**src/rtl/ntt_pkg.sv**
```systemverilog
// Shared NTT constants: default modulus, sequence limit, Barrett constants and FSM state type.
package ntt_pkg;

  localparam int unsigned Q     = 3329;
  localparam int unsigned Q_W   = $clog2(Q);
  localparam int unsigned N_MAX = 256;

  // M = floor(2^k / q) with k = 2*ceil(log2(q)); evaluated at elaboration time only
  function automatic longint unsigned barrett_m(input int unsigned q);
    int unsigned k;
    k = 2 * $clog2(q);
    return (64'd1 << k) / 64'(q);
  endfunction

  localparam int unsigned     BARRETT_K = 2 * Q_W;
  localparam longint unsigned BARRETT_M = barrett_m(Q);

  typedef logic [Q_W-1:0] residue_t;

  typedef enum logic [1:0] {
    TW_IDLE,
    TW_EMIT,
    TW_CALC
  } tw_state_e;

endpackage

```
**src/rtl/twiddle_gen_if.sv**
```systemverilog
// Control and valid/ready stream bundle between twiddle_gen and its consumer.
interface twiddle_gen_if #(
  parameter int unsigned Q_W   = 12,
  parameter int unsigned CNT_W = 9
);
  logic             start;
  logic [Q_W-1:0]   omega;
  logic [CNT_W-1:0] count;
  logic             busy;
  logic [Q_W-1:0]   tw_data;
  logic [CNT_W-1:0] tw_idx;
  logic             tw_valid;
  logic             tw_ready;
  logic             tw_last;
  logic             done;

  modport slave (
    input  start, omega, count, tw_ready,
    output busy, tw_data, tw_idx, tw_valid, tw_last, done
  );

  modport master (
    output start, omega, count, tw_ready,
    input  busy, tw_data, tw_idx, tw_valid, tw_last, done
  );
endinterface

```
**src/rtl/mod_mult.sv**
```systemverilog
// Combinational a*b mod Q via Barrett reduction; exact for any operands below 2^Q_W.
module mod_mult
  import ntt_pkg::*;
#(
  parameter int unsigned Q   = ntt_pkg::Q,
  parameter int unsigned Q_W = $clog2(Q)
) (
  input  logic [Q_W-1:0] a_i,
  input  logic [Q_W-1:0] b_i,
  output logic [Q_W-1:0] r_o
);

  localparam int unsigned   K = 2 * Q_W;
  localparam logic [K-1:0]  M = K'(barrett_m(Q));
  localparam logic [K-1:0]  QK = K'(Q);

  logic [K-1:0]   prod;
  logic [2*K-1:0] prod_m;
  logic [K-1:0]   qhat;
  logic [K-1:0]   r0, r1, r2;

  // qhat underestimates floor(p/Q) by at most 2, so r0 < 3Q before the fix-ups
  always_comb begin
    prod   = K'(a_i) * K'(b_i);
    prod_m = (2*K)'(prod) * (2*K)'(M);
    qhat   = prod_m[2*K-1:K];
    r0     = prod - qhat * QK;
    r1     = (r0 >= QK) ? r0 - QK : r0;
    r2     = (r1 >= QK) ? r1 - QK : r1;
    r_o    = r2[Q_W-1:0];
  end

endmodule

```
**src/rtl/twiddle_gen.sv**
```systemverilog
// Emits omega^0..omega^(count-1) mod Q on a valid/ready stream, one power per two cycles max.
module twiddle_gen
  import ntt_pkg::*;
#(
  parameter int unsigned Q     = ntt_pkg::Q,
  parameter int unsigned Q_W   = $clog2(Q),
  parameter int unsigned N_MAX = ntt_pkg::N_MAX,
  parameter int unsigned CNT_W = $clog2(N_MAX + 1)
) (
  input  logic          clk,
  input  logic          rst,
  twiddle_gen_if.slave  bus
);

  tw_state_e        state_q, state_d;
  logic [Q_W-1:0]   cur_q, cur_d;
  logic [Q_W-1:0]   omega_q, omega_d;
  logic [CNT_W-1:0] idx_q, idx_d;
  logic [CNT_W-1:0] cnt_q, cnt_d;
  logic             done_q, done_d;
  logic [Q_W-1:0]   next_pow;
  logic             is_last;

  mod_mult #(.Q(Q), .Q_W(Q_W)) u_mm (
    .a_i (cur_q),
    .b_i (omega_q),
    .r_o (next_pow)
  );

  assign is_last = (idx_q == cnt_q - CNT_W'(1));

  always_ff @(posedge clk or posedge rst) begin
    if (rst) begin
      state_q <= TW_IDLE;
      cur_q   <= '0;
      omega_q <= '0;
      idx_q   <= '0;
      cnt_q   <= '0;
      done_q  <= 1'b0;
    end else begin
      state_q <= state_d;
      cur_q   <= cur_d;
      omega_q <= omega_d;
      idx_q   <= idx_d;
      cnt_q   <= cnt_d;
      done_q  <= done_d;
    end
  end

  always_comb begin
    state_d = state_q;
    cur_d   = cur_q;
    omega_d = omega_q;
    idx_d   = idx_q;
    cnt_d   = cnt_q;
    done_d  = 1'b0;
    unique case (state_q)
      TW_IDLE: begin
        if (bus.start) begin
          if (bus.count == '0) begin
            done_d = 1'b1;
          end else begin
            omega_d = bus.omega;
            cnt_d   = bus.count;
            cur_d   = Q_W'(1);
            idx_d   = '0;
            state_d = TW_EMIT;
          end
        end
      end
      TW_EMIT: begin
        if (bus.tw_ready) begin
          if (is_last) begin
            state_d = TW_IDLE;
            done_d  = 1'b1;
          end else begin
            state_d = TW_CALC;
          end
        end
      end
      TW_CALC: begin
        cur_d   = next_pow;
        idx_d   = idx_q + CNT_W'(1);
        state_d = TW_EMIT;
      end
      default: state_d = TW_IDLE;
    endcase
  end

  assign bus.busy     = (state_q != TW_IDLE);
  assign bus.tw_valid = (state_q == TW_EMIT);
  assign bus.tw_last  = (state_q == TW_EMIT) && is_last;
  assign bus.tw_data  = cur_q;
  assign bus.tw_idx   = idx_q;
  assign bus.done     = done_q;

endmodule
```
**src/flat_wrapper.sv**
```systemverilog
// flat-port wrapper written by rule: the top's interface ports become plain ports
module twiddle_gen_flat import ntt_pkg::*;
#(
  parameter int unsigned Q     = ntt_pkg::Q,
  parameter int unsigned Q_W   = $clog2(Q),
  parameter int unsigned N_MAX = ntt_pkg::N_MAX,
  parameter int unsigned CNT_W = $clog2(N_MAX + 1)
)
  (clk, rst, bus_start, bus_omega, bus_count, bus_tw_ready, bus_busy, bus_tw_data, bus_tw_idx, bus_tw_valid, bus_tw_last, bus_done);
  twiddle_gen_if #(.Q_W(Q_W), .CNT_W(CNT_W)) bus_i ();
  input  logic clk;
  input  logic rst;
  input wire logic [$bits(bus_i.start)-1:0] bus_start;
  input wire logic [$bits(bus_i.omega)-1:0] bus_omega;
  input wire logic [$bits(bus_i.count)-1:0] bus_count;
  input wire logic [$bits(bus_i.tw_ready)-1:0] bus_tw_ready;
  output wire logic [$bits(bus_i.busy)-1:0] bus_busy;
  output wire logic [$bits(bus_i.tw_data)-1:0] bus_tw_data;
  output wire logic [$bits(bus_i.tw_idx)-1:0] bus_tw_idx;
  output wire logic [$bits(bus_i.tw_valid)-1:0] bus_tw_valid;
  output wire logic [$bits(bus_i.tw_last)-1:0] bus_tw_last;
  output wire logic [$bits(bus_i.done)-1:0] bus_done;
  assign bus_i.start = bus_start;
  assign bus_i.omega = bus_omega;
  assign bus_i.count = bus_count;
  assign bus_i.tw_ready = bus_tw_ready;
  assign bus_busy = bus_i.busy;
  assign bus_tw_data = bus_i.tw_data;
  assign bus_tw_idx = bus_i.tw_idx;
  assign bus_tw_valid = bus_i.tw_valid;
  assign bus_tw_last = bus_i.tw_last;
  assign bus_done = bus_i.done;
  twiddle_gen #(.Q(Q), .Q_W(Q_W), .N_MAX(N_MAX), .CNT_W(CNT_W)) u_core (.clk(clk), .rst(rst), .bus(bus_i));
endmodule
```
**config.mk**
```make
export PLATFORM = sky130hd
export DESIGN_NAME = twiddle_gen_flat
export DESIGN_NICKNAME = d
export VERILOG_FILES = /design/src/rtl/ntt_pkg.sv /design/src/rtl/twiddle_gen_if.sv /design/src/rtl/mod_mult.sv /design/src/rtl/twiddle_gen.sv /design/src/flat_wrapper.sv
export SDC_FILE = /design/constraint.sdc
export NUM_CORES = 1
export LEC_CHECK = 0
export CORE_UTILIZATION = 63
export CTS_BUF_LIST = sky130_fd_sc_hd__clkbuf_8
export DETAILED_ROUTE_END_ITERATION = 8
export GPL_TIMING_DRIVEN = 0
export PLACE_DENSITY = 0.79
export SLEW_MARGIN = 25
export SYNTH_ARGS = -nofsm -noshare
export SYNTH_HDL_FRONTEND = slang
export SYNTH_HIERARCHICAL = 1
export SYNTH_SLANG_ARGS = --single-unit
export TNS_END_PERCENT = 20
```
**constraint.sdc**
```tcl
create_clock -name clk -period 25.7 [get_ports clk]
set_input_delay 5.14 -clock clk [delete_from_list [all_inputs] [get_ports clk]]
set_output_delay 5.14 -clock clk [all_outputs]
set_load 0.05 [all_outputs]
```
* Yosys cells after proc, flatten, opt, wreduce, memory -nomap -nowiden
Cells that the tools add are included.
** Storage, ports and cells
- Output and inout bits :: 25
- Input port bits :: 25
- Logic and storage cells :: 49
- Register bits :: 45
** Cells by class
- Multipliers :: 3
- Order comparisons :: 2
- Multiplexer cells :: 18
- Equal/unequal tests :: 6
- Reductions and logical operators :: 8
- Bitwise logic cells :: 1
- Add/sub/neg operators :: 5
** Operators with widths (count)
- 24-bit by 12-bit >= comparator with 1-bit output (second input constant) :: 2
- 24-bit by 13-bit multiplier with 37-bit output (second input constant) :: 1
- 12-bit two-way mux :: 3
- 12-bit by 12-bit multiplier with 24-bit output :: 1
- 13-bit by 12-bit multiplier with 24-bit output (second input constant) :: 1
- 24-bit two-way mux :: 1
- 12-bit case mux with 2 select lines :: 1
- 24-bit by 12-bit subtractor with 24-bit output (second input constant) :: 1
- 24-bit subtractor :: 1
- 9-bit two-way mux :: 2
- 9-bit case mux with 2 select lines :: 1
- 12-bit subtractor (second input constant) :: 1
- 9-bit by 1-bit adder with 9-bit output (second input constant) :: 1
- 9-bit equality test :: 1
- 9-bit logical NOT :: 1
- 3-bit AND reduction :: 3
- 9-bit by 1-bit subtractor with 9-bit output (second input constant) :: 1
- 2-bit two-way mux :: 4
- 2-bit inequality test (second input constant) :: 3
- 2-bit case mux with 3 select lines :: 1
- 1-bit two-way mux :: 4
- 2-bit nonzero test :: 2
- 2-bit by 1-bit equality test with 1-bit output (second input constant) :: 1
- 2-bit equality test (second input constant) :: 1
- other kinds (4) :: 4

* Logic depth before layout (Yosys ltp)
Gate-level depths: netlist of the first run.
- Depth after elaboration :: 9
- Mapped depth :: 72
- Depth with buffers taken out :: 69

* By module
Netlist of the first run, hierarchy kept.
** By module, submodules not included
- mod_mult :: area each 14312.5 µm², cells an instance 1687, times used 1, seq. area each 0.0 µm²
- twiddle_gen :: area each 2163.3 µm², cells an instance 187, times used 1, seq. area each 1126.1 µm²

* Worst setup path before layout of the first run
Ideal clock, no wire load.
- Kind :: register -> register
- Start point :: reg u_core.cur_q[7], in the netlist u_core/bus.tw_data[7]
- End point :: reg u_core.cur_q[3], in the netlist u_core/bus.tw_data[3]
- Data arrival time :: 15.954 ns
- Clock period less this slack :: 16.075 ns
- Path slack :: 9.625 ns
- Cell stages (with the launch flop) :: 71
- Cell sequence :: dfrtp_1 > clkbuf_1 > nand2_1 > fa_1 > inv_1 > fa_1 > inv_1 > fa_1 > inv_1 > fa_1 > inv_1 > fa_1 > inv_1 > ha_1 > inv_1 > o21bai_1 > a21oi_1 > o21bai_1 > [... 35 more ...] > inv_1 > ha_1 > clkbuf_1 > a21o_1 > a21o_1 > a21oi_1 > o311ai_0 > xor2_1 > a211oi_2 > nand4b_4 > nor3_2 > mux2i_1 > ha_1 > nand4bb_4 > o31ai_4 > a21oi_1 > xor2_1 > a22o_1
** Between the ends
- Word-level cells in the longest chain between the ends :: 9
** Ends and longest elaborated chain
- start: declaration :: RTL line twiddle_gen.sv:16 : logic [Q_W-1:0] cur_q, cur_d;
- start signal: assignment :: RTL line twiddle_gen.sv:42 : cur_q <= cur_d;
- 12-bit by 12-bit multiplier with 24-bit output * :: RTL line mod_mult.sv:24 : prod = K'(a_i) * K'(b_i);
- 24-bit by 13-bit multiplier with 37-bit output :: RTL line mod_mult.sv:25 : prod_m = (2*K)'(prod) * (2*K)'(M);
- 13-bit by 12-bit multiplier with 24-bit output :: RTL line mod_mult.sv:27 : r0 = prod - qhat * QK;
- 24-bit subtractor * :: RTL line mod_mult.sv:27
- 24-bit by 12-bit subtractor with 24-bit output or 24-bit by 12-bit >= comparator with 1-bit output (tied branches) :: RTL line mod_mult.sv:28 : r1 = (r0 >= QK) ? r0 - QK : r0;
- 24-bit two-way mux * :: RTL line mod_mult.sv:28
- 24-bit by 12-bit >= comparator with 1-bit output or 12-bit subtractor (tied branches) :: RTL line mod_mult.sv:29 : r2 = (r1 >= QK) ? r1 - QK : r1;
- 12-bit two-way mux * :: RTL line mod_mult.sv:29
- net u_core.next_pow[3] :: RTL line twiddle_gen.sv:21 : logic [Q_W-1:0] next_pow;
- 12-bit case mux with 2 select lines * :: RTL line twiddle_gen.sv:57 : unique case (state_q)
Mark *: on every way through the listed nets, which the timed path passes. The rest lies on a longest branch.
A chain may end at the register's enable or synchronous reset.

* Worst setup path after layout of the first run
- Start point :: reg u_core.cur_q[1], in the netlist u_core/bus.tw_data[1]
- End point :: reg u_core.cur_q[0], in the netlist u_core/bus.tw_data[0]
The elaborated chain is that of the path after synthesis.

==> summary.md, run 1 <==
| Metric | Value |
|---|---|
| First-pass GRT wire length | between 60,000 and 70,000 µm |
| Worst-path fanout max | 10 |
| Worst hold endpoint | u_core/omega_q[3] |
| Ys Warns | 6 |
| Syn Area/Cell | 8.79 µm² |
| RSZ-0062 raised after global routing | no |
| Setup violations, final | 0 |
| Initial antenna violation count | 0 |
| CTS max path bufs | 2 |
| Critical path class | reg -> reg |
| CP most frequent cell | fa_1 |
| Reg-to-Reg Start | u_core/bus.tw_data[1] |
| Hold path startpoint | u_core/omega_q[3] |
| Vias in the first global route | 13,100 |
| DIE WIDTH | 164 µm |
| Most common cell after layout, fill and taps aside | inv_1 |
| DRC violations left | 0 |
| Outcome | completed |
| CTS clk-pin slew, worst paths | 0.09 ns |
| Clock insertion delay at the later pin of the skew report | 0.31 ns |
| Commonest non-fill, non-tap cells in the layout | inv_1 (487), ha_1 (265), fa_1 (251), nand2_1 (136), nor2_1 (75) |
| Overall routing resource usage | 29.2% |
| Synth Instances | 1,874 |
| Main synth FF type | dfrtp_1 |
| Final hold viol count | 0 |
| Final period util | 72.1% |
| #FFs+latches synth | 45 |
| Sink Count | between 40 and 50 |
| ANT cells | 0 |
| Post-CTS setup buffers | 0 |
| Root buf cell | clkbuf_8 |
| DR vias | 12,600 |
| DIE HEIGHT | around 160 µm |
| Area of the multi-input gates | approximately 13,000 µm² |
| WL per Instance | 16.3 µm |
| Iter 0 DRT Violations | around 700 |
| Hold Path Cell Cnt | 1 |
| Reg-to-reg endpoint | u_core/bus.tw_data[0] |
| Worst Reg2Reg Path Length in Cells | 66 |
| Nets@finish | 2,472 |
| Syn nets | 2,415 |
| CP startpoint kind | register |
| Worst min path class | reg -> reg |
| Number of synthesized flops with an enable pin | 0 |
| CP Data Required Time | 25.95 ns |
| H-tree depth | 2 |
| Core Footprint | 25,400 µm² |
| Highest clock rate | 0.0540 GHz |
| Dpl cells | between 2,000 and 2,500 |
| Hold_buf cts | 0 |
| R2r setup slk | 7.17 ns |
| CP Data Arrival Time | 18.78 ns |
| Cts repair resizes | 0 |
| Least-Margin Pin Slew | just over 0.9 ns |
| Final ANT Viol Nets | 0 |
| Site Rows | 58 |
| Final Core Density | approximately 70% |
| Fraction of registers with async set/reset | 100% |
| Pins Over Slew Limit | 0 |
| Largest net degree at the start of global routing | 31 |
| Min Clock Period, post-route | roughly 19 ns |
| Area growth, synth to finish | 6.42% |
| Setup TNS | 0 ns |
| Vias per inst | 5.59 |
| Post-synthesis sequential area ratio | under 10% |
| Register Area | 1130 µm² |
| # Max-Cap Violations | 0 |
| Netlist Area Pre-Place | 16,500 µm² |
| DR pass1 iterations | 5 |
| Fill cells | around 2,000 |
| Largest stage delay, worst path | roughly 0.69 ns |
| Starting density of the core | 64.9% |
| Setup crit end kind | register |
| CTS tree | yes |
| Non-Filler Instances | approximately 2,300 |
| GPL Wtd Cong | about 0.91 |
| Slew HR | 37.3% |
| Final Skew | 0.00535 ns |
| Number of I/O port buffers | 49 |
| Die area | between 20,000 and 30,000 µm² |
| Total CTS buffers | 5 |
| Crit path max-delay cell type | o311ai_0 |
| Yosys cell types | between 80 and 90 |
| Final WL | 36,900 µm |
| Grt ovf | 0 |
| Top Ports | 50 |
| Share of cells above drive strength 1 | under 10% |
| DP HPWL | about 32,000 µm |
==> metrics by stage <==
step / setup WS [ns] / hold WS (ns) / area [µm²]
after floorplan: 9.63 / 0.507 / 16500
after global placement: 7.72 / 0.535 / 17400
after detailed placement: 7.40 / 0.548 / 17400
after CTS: 7.36 / 0.572 / 17500
after global routing: 6.03 / 0.593 / 17500
final: 7.17 / 0.570 / 17500
==> worst max path at each step <==
stage,start,endpoint,slack (ns),depth (start not counted)
after floorplan,u_core/bus.tw_data[7],u_core/bus.tw_data[3],9.63,70
after global placement,u_core/bus.tw_data[2],u_core/bus.tw_data[0],7.72,66
after detailed placement,u_core/bus.tw_data[2],u_core/bus.tw_data[0],7.40,70
after CTS,u_core/bus.tw_data[2],u_core/bus.tw_data[0],7.36,70
after global routing,u_core/bus.tw_data[2],u_core/bus.tw_data[0],6.03,70
final,u_core/bus.tw_data[1],u_core/bus.tw_data[0],7.17,66
==> critical path: cells and delay by family, from the launching register on <==
family	cells	cell delay, ns
xor+xnor	2	0.78
buf+inv	12	1.42
simple gates	11	2.70
fa+ha+maj	18	7.35
flops	1	0.50
mux	1	0.38
compound gates	22	5.30
==> cell type report <==
| type | instances | area share (%) |
|---|---|---|
| buffer | 49 | 1.23 |
| clock buffer | 6 | 0.471 |
| clock inverter | 2 | 0.214 |
| inverter | 490 | 10.5 |
| multi-input combinational | 1290 | 75.9 |
| sequential | 45 | 6.42 |
| tap | 330 | 2.35 |
| timing repair buffer | 50 | 2.91 |
==> routing by layer <==
metal  vias to the layer above  track usage [%]  part of all wire (%)
li1                       6031                -                     -
met4                         0             7.41                   2.5
met3                        67             2.15                   4.1
met5                         -                0                     0
met2                       315             51.6                    50
met1                      6225             38.8                    43
==> flip-flops by register name (all words and copies together) (netlist names) <==
register and flops:
u_core/omega_q 12, u_core/cnt_q 9, u_core/bus.tw_idx 9, u_core/bus.done 1, u_core/bus.tw_data 12, u_core/state_q 2
==> logic make-up (layout without fill, tap and decap cells) <==
| kind of cell | count (synthesis) | in the layout | synth area share, % |
|---|---|---|---|
| buffers and inverters | 539 | 597 | 12.5 |
| adder cells (fa/ha/maj) | 517 | 517 | 50.7 |
| AND/OR/NAND/NOR | 406 | 406 | 12.6 |
| AO/OA/AOI/OAI | 239 | 239 | 10.3 |
| XOR/XNOR | 104 | 104 | 5.53 |
| flip-flops | 45 | 45 | 6.83 |
| multiplexers | 24 | 24 | 1.60 |
==> synth_stat cells, types with 12 or more instances <==
library cell / number / area, µm²
inv_1: 488 / 1830
ha_1: 265 / 3320
fa_1: 251 / 5020
nand2_1: 136 / 510
nor2_1: 75 / 282
xnor2_1: 68 / 596
and2_1: 62 / 388
a21oi_1: 50 / 250
dfrtp_1: 45 / 1130
clkbuf_1: 36 / 135
xor2_1: 36 / 315
o21ai_0: 28 / 140
a21o_1: 27 / 203
nand3_1: 21 / 105
nor3_1: 21 / 105
mux2_2: 19 / 214
a211oi_1: 13 / 97.6
a22o_1: 13 / 114
or3_1: 13 / 81.3
a31oi_1: 12 / 75.1
nand4_1: 12 / 75.1
Power of run 1 is left out: the tool's default activity adds up to more than one toggle a clock period on the data nets, which glitch-free logic cannot reach.
==> run 2: changes to the inputs <==
Settings changed: CORE_UTILIZATION 63 to 60.
Clock period 25.7 ns to 16.5 ns, I/O delays scaled along.
==> run 2 against run 1 <==
Via count up 4.2%; clock-buffer cell count fell by 1; worst setup slack worse by 6.7 ns; routed wire length is 7.4% higher; register-to-register slack worse by 6.7 ns; clock skew fell by 0.00089 ns; worst hold slack better by 0.015 ns; flip-flop and latch count unchanged; sequential share of layout area is 0.30 points lower; global-route usage is 0.91 points lower; utilization up 0.12 points; critical path type unchanged; final cell count up 3.0%; highest routed layer unchanged.
==> summary.md, run 2 (synthesis results as in run 1) <==
| Metric | Value |
|---|---|
| Outcome | completed |
| Final hold viol count | 0 (unchanged) |
| H-tree depth | 2 (unchanged) |
| Least-Margin Pin Slew | 0.643 ns (-0.290 ns) |
| R2r setup slk | 0.46 ns (-6.71 ns) |
| Worst min path class | reg -> reg |
| Number of I/O port buffers | 49 (unchanged) |
| Top Ports | 50 (unchanged) |
| Final WL | 39,600 µm (+7.4%) |
| Core Footprint | 27,000 µm² (+6.1%) |
| DRC violations left | 0 (unchanged) |
| CTS tree | yes |
| Min Clock Period, post-route | 16.04 ns (-2.49 ns) |
| CP Data Arrival Time | 16.29 ns (-2.49 ns) |
| Grt ovf | 0 (unchanged) |
| CP startpoint kind | register |
| Final Skew | 0.00446 ns (-0.000889 ns) |
| DP Area | 17,400 µm² (+0.12%) |
| Commonest non-fill, non-tap cells in the layout | inv_1 (486), ha_1 (255), fa_1 (250), nand2_1 (134), nor2_1 (73) |
| Nets@finish | 2,529 (+2.3%) |
| Iter 0 DRT Violations | 695 (-1.3%) |
| Clock insertion delay at the later pin of the skew report | 0.31 ns (about the same) |
| Most common cell after layout, fill and taps aside | inv_1 |
| Final ANT Viol Nets | 0 (unchanged) |
| Vias per inst | 5.65 (+1.2%) |
| Area growth, synth to finish | 13.1% |
| DIE WIDTH | 168 µm (+2.4%) |
| Critical path class | reg -> reg |
| Die area | 28,100 µm² (+4.9%) |
| Site Rows | 60 (+3.4%) |
| Total CTS buffers | 5 (unchanged) |
| Final WS setup | 0.459 ns (-6.71 ns) |
| Vias in the first global route | 13,500 (+3.0%) |
| Worst-path fanout max | 8 (-2) |
| Cell area after layout | 18,600 µm² (+6.3%) |
| First-pass GRT wire length | 64,000 µm (+3.4%) |
| Initial antenna violation count | 0 (unchanged) |
| CP Data Required Time | 16.75 ns (-9.20 ns) |
| Final period util | 97.2% (+25 points) |
| WL per Instance | 17.0 µm (+4.2%) |
| Setup crit end kind | register |
| Setup violations, final | 0 (unchanged) |
| CTS clk-pin slew, worst paths | 0.09 ns (about the same) |
| DR pass1 iterations | 6 (+1) |
| Largest net degree at the start of global routing | 33 (+6.5%) |
| Root buf cell | clkbuf_8 |
| Slew HR | 56.8% (+19 points) |
| Crit path max-delay cell type | or4b_2 |
| Starting density of the core | 61.1% (-3.7 points) |
| Pins Over Slew Limit | 0 (unchanged) |
| Largest stage delay, worst path | 0.61 ns (-0.08 ns) |
| ANT cells | 0 (unchanged) |
| DR vias | 13,200 (+4.2%) |
| Highest clock rate | 0.0623 GHz (+16%) |
| Overall routing resource usage | 28.3% (-0.91 points) |
| DIE HEIGHT | 168 µm (+2.4%) |
| Sink Count | 45 (unchanged) |
| Share of cells above drive strength 1 | 11.9% (+8.3 points) |
| # Max-Cap Violations | 0 (unchanged) |
| GPL Wtd Cong | 0.881 (-3.2%) |
| Post-Place Setup Slack | -1.83 ns (-9.23 ns) |
| DP HPWL | 32,500 µm (+0.62%) |
| Fill cells | 1,992 (-2.4%) |
| CTS max path bufs | 2 (unchanged) |
## run 2: layout make-up
| cell class | instances | area (µm²) | area share [%] |
|---|---|---|---|
| Tap cell | 341 | 427 | 2.29 |
| Clock buffer | 5 | 68.8 | 0.369 |
| Sequential cell | 45 | 1140 | 6.12 |
| Buffer | 45 | 319 | 1.71 |
| Multi-Input combinational cell | 1290 | 13800 | 74.3 |
| Timing Repair Buffer | 111 | 980 | 5.26 |
| Clock inverter | 3 | 13.8 | 0.0739 |
| Inverter | 490 | 1840 | 9.90 |
## run 2: worst paths after layout
path,start,to,cells past startpoint
setup / recovery,u_core/bus.tw_data[2],u_core/bus.tw_data[11],69
hold / removal,u_core/cnt_q[8],u_core/cnt_q[8],1
setup reg to reg,u_core/bus.tw_data[2],u_core/bus.tw_data[11],69
hold reg to reg,u_core/cnt_q[8],u_core/cnt_q[8],1
max in group asynchronous,rst,u_core/bus.tw_data[3],3
min in group asynchronous,rst,u_core/omega_q[0],2
## run 2: worst max-delay path: cells and delay by family, from the launching register on
family	cells	cell delay (ns)
compound gates	16	2.63
mux	2	0.49
fa+ha+maj	18	7.59
buf+inv	16	1.32
flops	1	0.48
simple gates	14	2.86
xor+xnor	3	0.59
## run 2: per-layer routing
layer / global-route usage, % / part of all wire, % / vias to the layer above
met4: 7.30 / 2.3 / 0
met5: 0 / 0 / -
met1: 36.5 / 41 / 6527
met3: 2.36 / 5.0 / 73
li1: - / - / 6133
met2: 51.0 / 52 / 435
## run 2: timing repair
item                       4_1_cts  5_1_grt
setup buffers                   10       51
resized for setup               67      119
hold endpoints to repair         0        0
setup endpoints to repair       12       12
hold buffers                     0        0
pin swaps                        9       32
## run 2: per-stage QoR
stage / std cells / hold slack [ns] / TNS (ns) / util, %
floorplan: 1874 / 0.507 / 0 / -
global placement: 2264 / 0.534 / -15.85 / 64.5
detailed placement: 2265 / 0.550 / -21.13 / 64.6
CTS: 2280 / 0.579 / 0 / 66.1
global route: 2330 / 0.604 / -1.95 / 69.2
finish: 2330 / 0.585 / 0 / 69.2
Power of run 2 is left out for the same reason.
==> RTL change: new RTL, config.mk and constraints of run 2 <==
Make the reset (`rst`) synchronous in one clocked block.
--- a/src/rtl/twiddle_gen.sv
+++ b/src/rtl/twiddle_gen.sv
@@ -29,7 +29,7 @@
 
   assign is_last = (idx_q == cnt_q - CNT_W'(1));
 
-  always_ff @(posedge clk or posedge rst) begin
+  always_ff @(posedge clk) begin
     if (rst) begin
       state_q <= TW_IDLE;
       cur_q   <= '0;
Function: differs if rst is asserted again (counterexample within 4 cycles, from zero or initial values and one cycle with rst high); with rst held inactive, the same outputs for 4 cycles.
==> RTL change against run 2 <==
  * Die area decreased by 1.1%
  * Synthesized area decreased by 1.1%
  * Design area decreased by 0.34%
  * Synthesized cell count increased by 2.6%
  * Sequential cell count unchanged
  * Non-clock buffer count unchanged
  * Final cell count increased by 1.6%
  * First-iteration DRC count increased by 13%
  * Worst setup slack got worse by 0.29 ns
  * Wire length increased by 0.99%
  * Critical path type unchanged
  * Critical endpoint is now u_core/bus.tw_data[10]$_SDFFE_PP0P_
Power is left out: the tool's default activity adds up to more than one toggle a clock period on the data nets, which glitch-free logic cannot reach.
==> RTL change: results <==
export IMPL_hold_start="u_core/omega_q[4]$_SDFFE_PP0P_"
export IMPL_cts_root_buf="clkbuf_8"
export IMPL_syn_avg_cell_area_um2=8.48
export IMPL_use_met2=0.505
export IMPL_synth_common_cells="inv_1, ha_1, fa_1"
export IMPL_critPathMaxStageDelay_ns=0.63
export IMPL_yosys_warnings=6
export IMPL_gp_congestion=0.910
export IMPL_use_met3=0.0264
export IMPL_critPathLaunch="u_core/bus.tw_data[4]$_SDFFE_PP0P_"
export IMPL_drtPass1Iterations=5
export IMPL_stdcell_count=2368
export IMPL_yosysSeqAreaShare=0.0553
export IMPL_grt_util_all_layers=0.282
export IMPL_num_vias=13400
export IMPL_worstPathArrival_ns=16.58
export IMPL_worst_pin_slew_ns=0.647
export IMPL_dp_cells=2306
export IMPL_grt_max_degree=14
export IMPL_ys_flop_type="dfxtp_1"
export IMPL_wl_per_cell_um=16.9
export IMPL_synth_area_leaders="fa_1, ha_1, inv_1"
export IMPL_fin_skew_ns=0.00449
export IMPL_status="completed"
export IMPL_synthArstFlopShare=0
export IMPL_grt_first_pass_wirelength_um=64200
export IMPL_drtIter0Drc=785
export IMPL_globalRouteMet1Util=0.373
export IMPL_path_clk_slew_ns=0.08
export IMPL_post_dp_cell_area_um2=17200
export IMPL_grt_pass1_vias=13600
export IMPL_crit_fanout=10
export IMPL_drive_gt1_frac=0.115
export IMPL_fillers=1932
export IMPL_hpwlAfterDp_um=32300
## RTL change: cell count changes in the layout (fill, tap and decap cells not counted), sizes merged, moves of 19 or more
| cell | run 2 | this run |
|---|---|---|
| mux2 | 19 | 0 |
| dfrtp | 45 | 0 |
| nand2 | 137 | 175 |
| a21oi | 52 | 77 |
| dfxtp | 0 | 45 |
## RTL change: tightest hold or removal path, cell delays in order, from the launching register on
cell and delay (ns):
dfxtp_2 0.34, nand2_1 0.05, a21oi_1 0.05
## RTL change: through the flow
step                setup slack, ns  setup TNS, ns
finish                        0.169              0
global route                 -0.283          -2.80
CTS                         0.00876              0
detailed placement            -1.85         -21.42
global placement              -1.52         -17.53
floorplan                     0.379              0
## RTL change: logic make-up (layout without fill, tap and decap cells)
group                    Yosys count  count (layout)  share of synthesized area
XOR/XNOR                         101             101                     0.0543
multiplexers                       6               6                    0.00369
adder cells (fa/ha/maj)          517             517                      0.512
AND/OR/NAND/NOR                  448             448                      0.137
AO/OA/AOI/OAI                    260             260                      0.110
flip-flops                        45              45                     0.0553
buffers and inverters            545             656                      0.127
## RTL change: final cells by class
| cell class | count | area [µm²] | area share |
|---|---|---|---|
| Inverter | 492 | 1850 | 0.0997 |
| Sequential cell | 45 | 945 | 0.0509 |
| Clock inverter | 1 | 5.00 | 0.000269 |
| Clock buffer | 7 | 96.3 | 0.00519 |
| Tap cell | 335 | 419 | 0.0226 |
| Buffer | 50 | 354 | 0.0191 |
| Multi-Input combinational cell | 1332 | 14000 | 0.752 |
| Timing Repair Buffer | 106 | 931 | 0.0501 |
## RTL change: metal layers
layer / up-vias / wire length [µm]
met4: 0 / 825
li1: 6276 / -
met1: 6656 / 17000
met3: 77 / 1920
met5: - / 0
met2: 399 / 20300
## RTL change: worst paths after layout
path	end	slack [ns]	cells past startpoint
setup / recovery	u_core/bus.tw_data[10]$_SDFFE_PP0P_	0.17	69
hold reg to reg	u_core/omega_q[4]$_SDFFE_PP0P_	0.48	2
setup reg to reg	u_core/bus.tw_data[10]$_SDFFE_PP0P_	0.17	69
hold / removal	u_core/omega_q[4]$_SDFFE_PP0P_	0.48	2
## RTL change: repair_timing
| action | in CTS | in global routing |
|---|---|---|
| endpoints found under the hold margin | 0 | 0 |
| resized for setup | 69 | 171 |
| endpoints found under the setup margin | 12 | 12 |
| pin swaps | 10 | 55 |
| setup buffers | 12 | 45 |
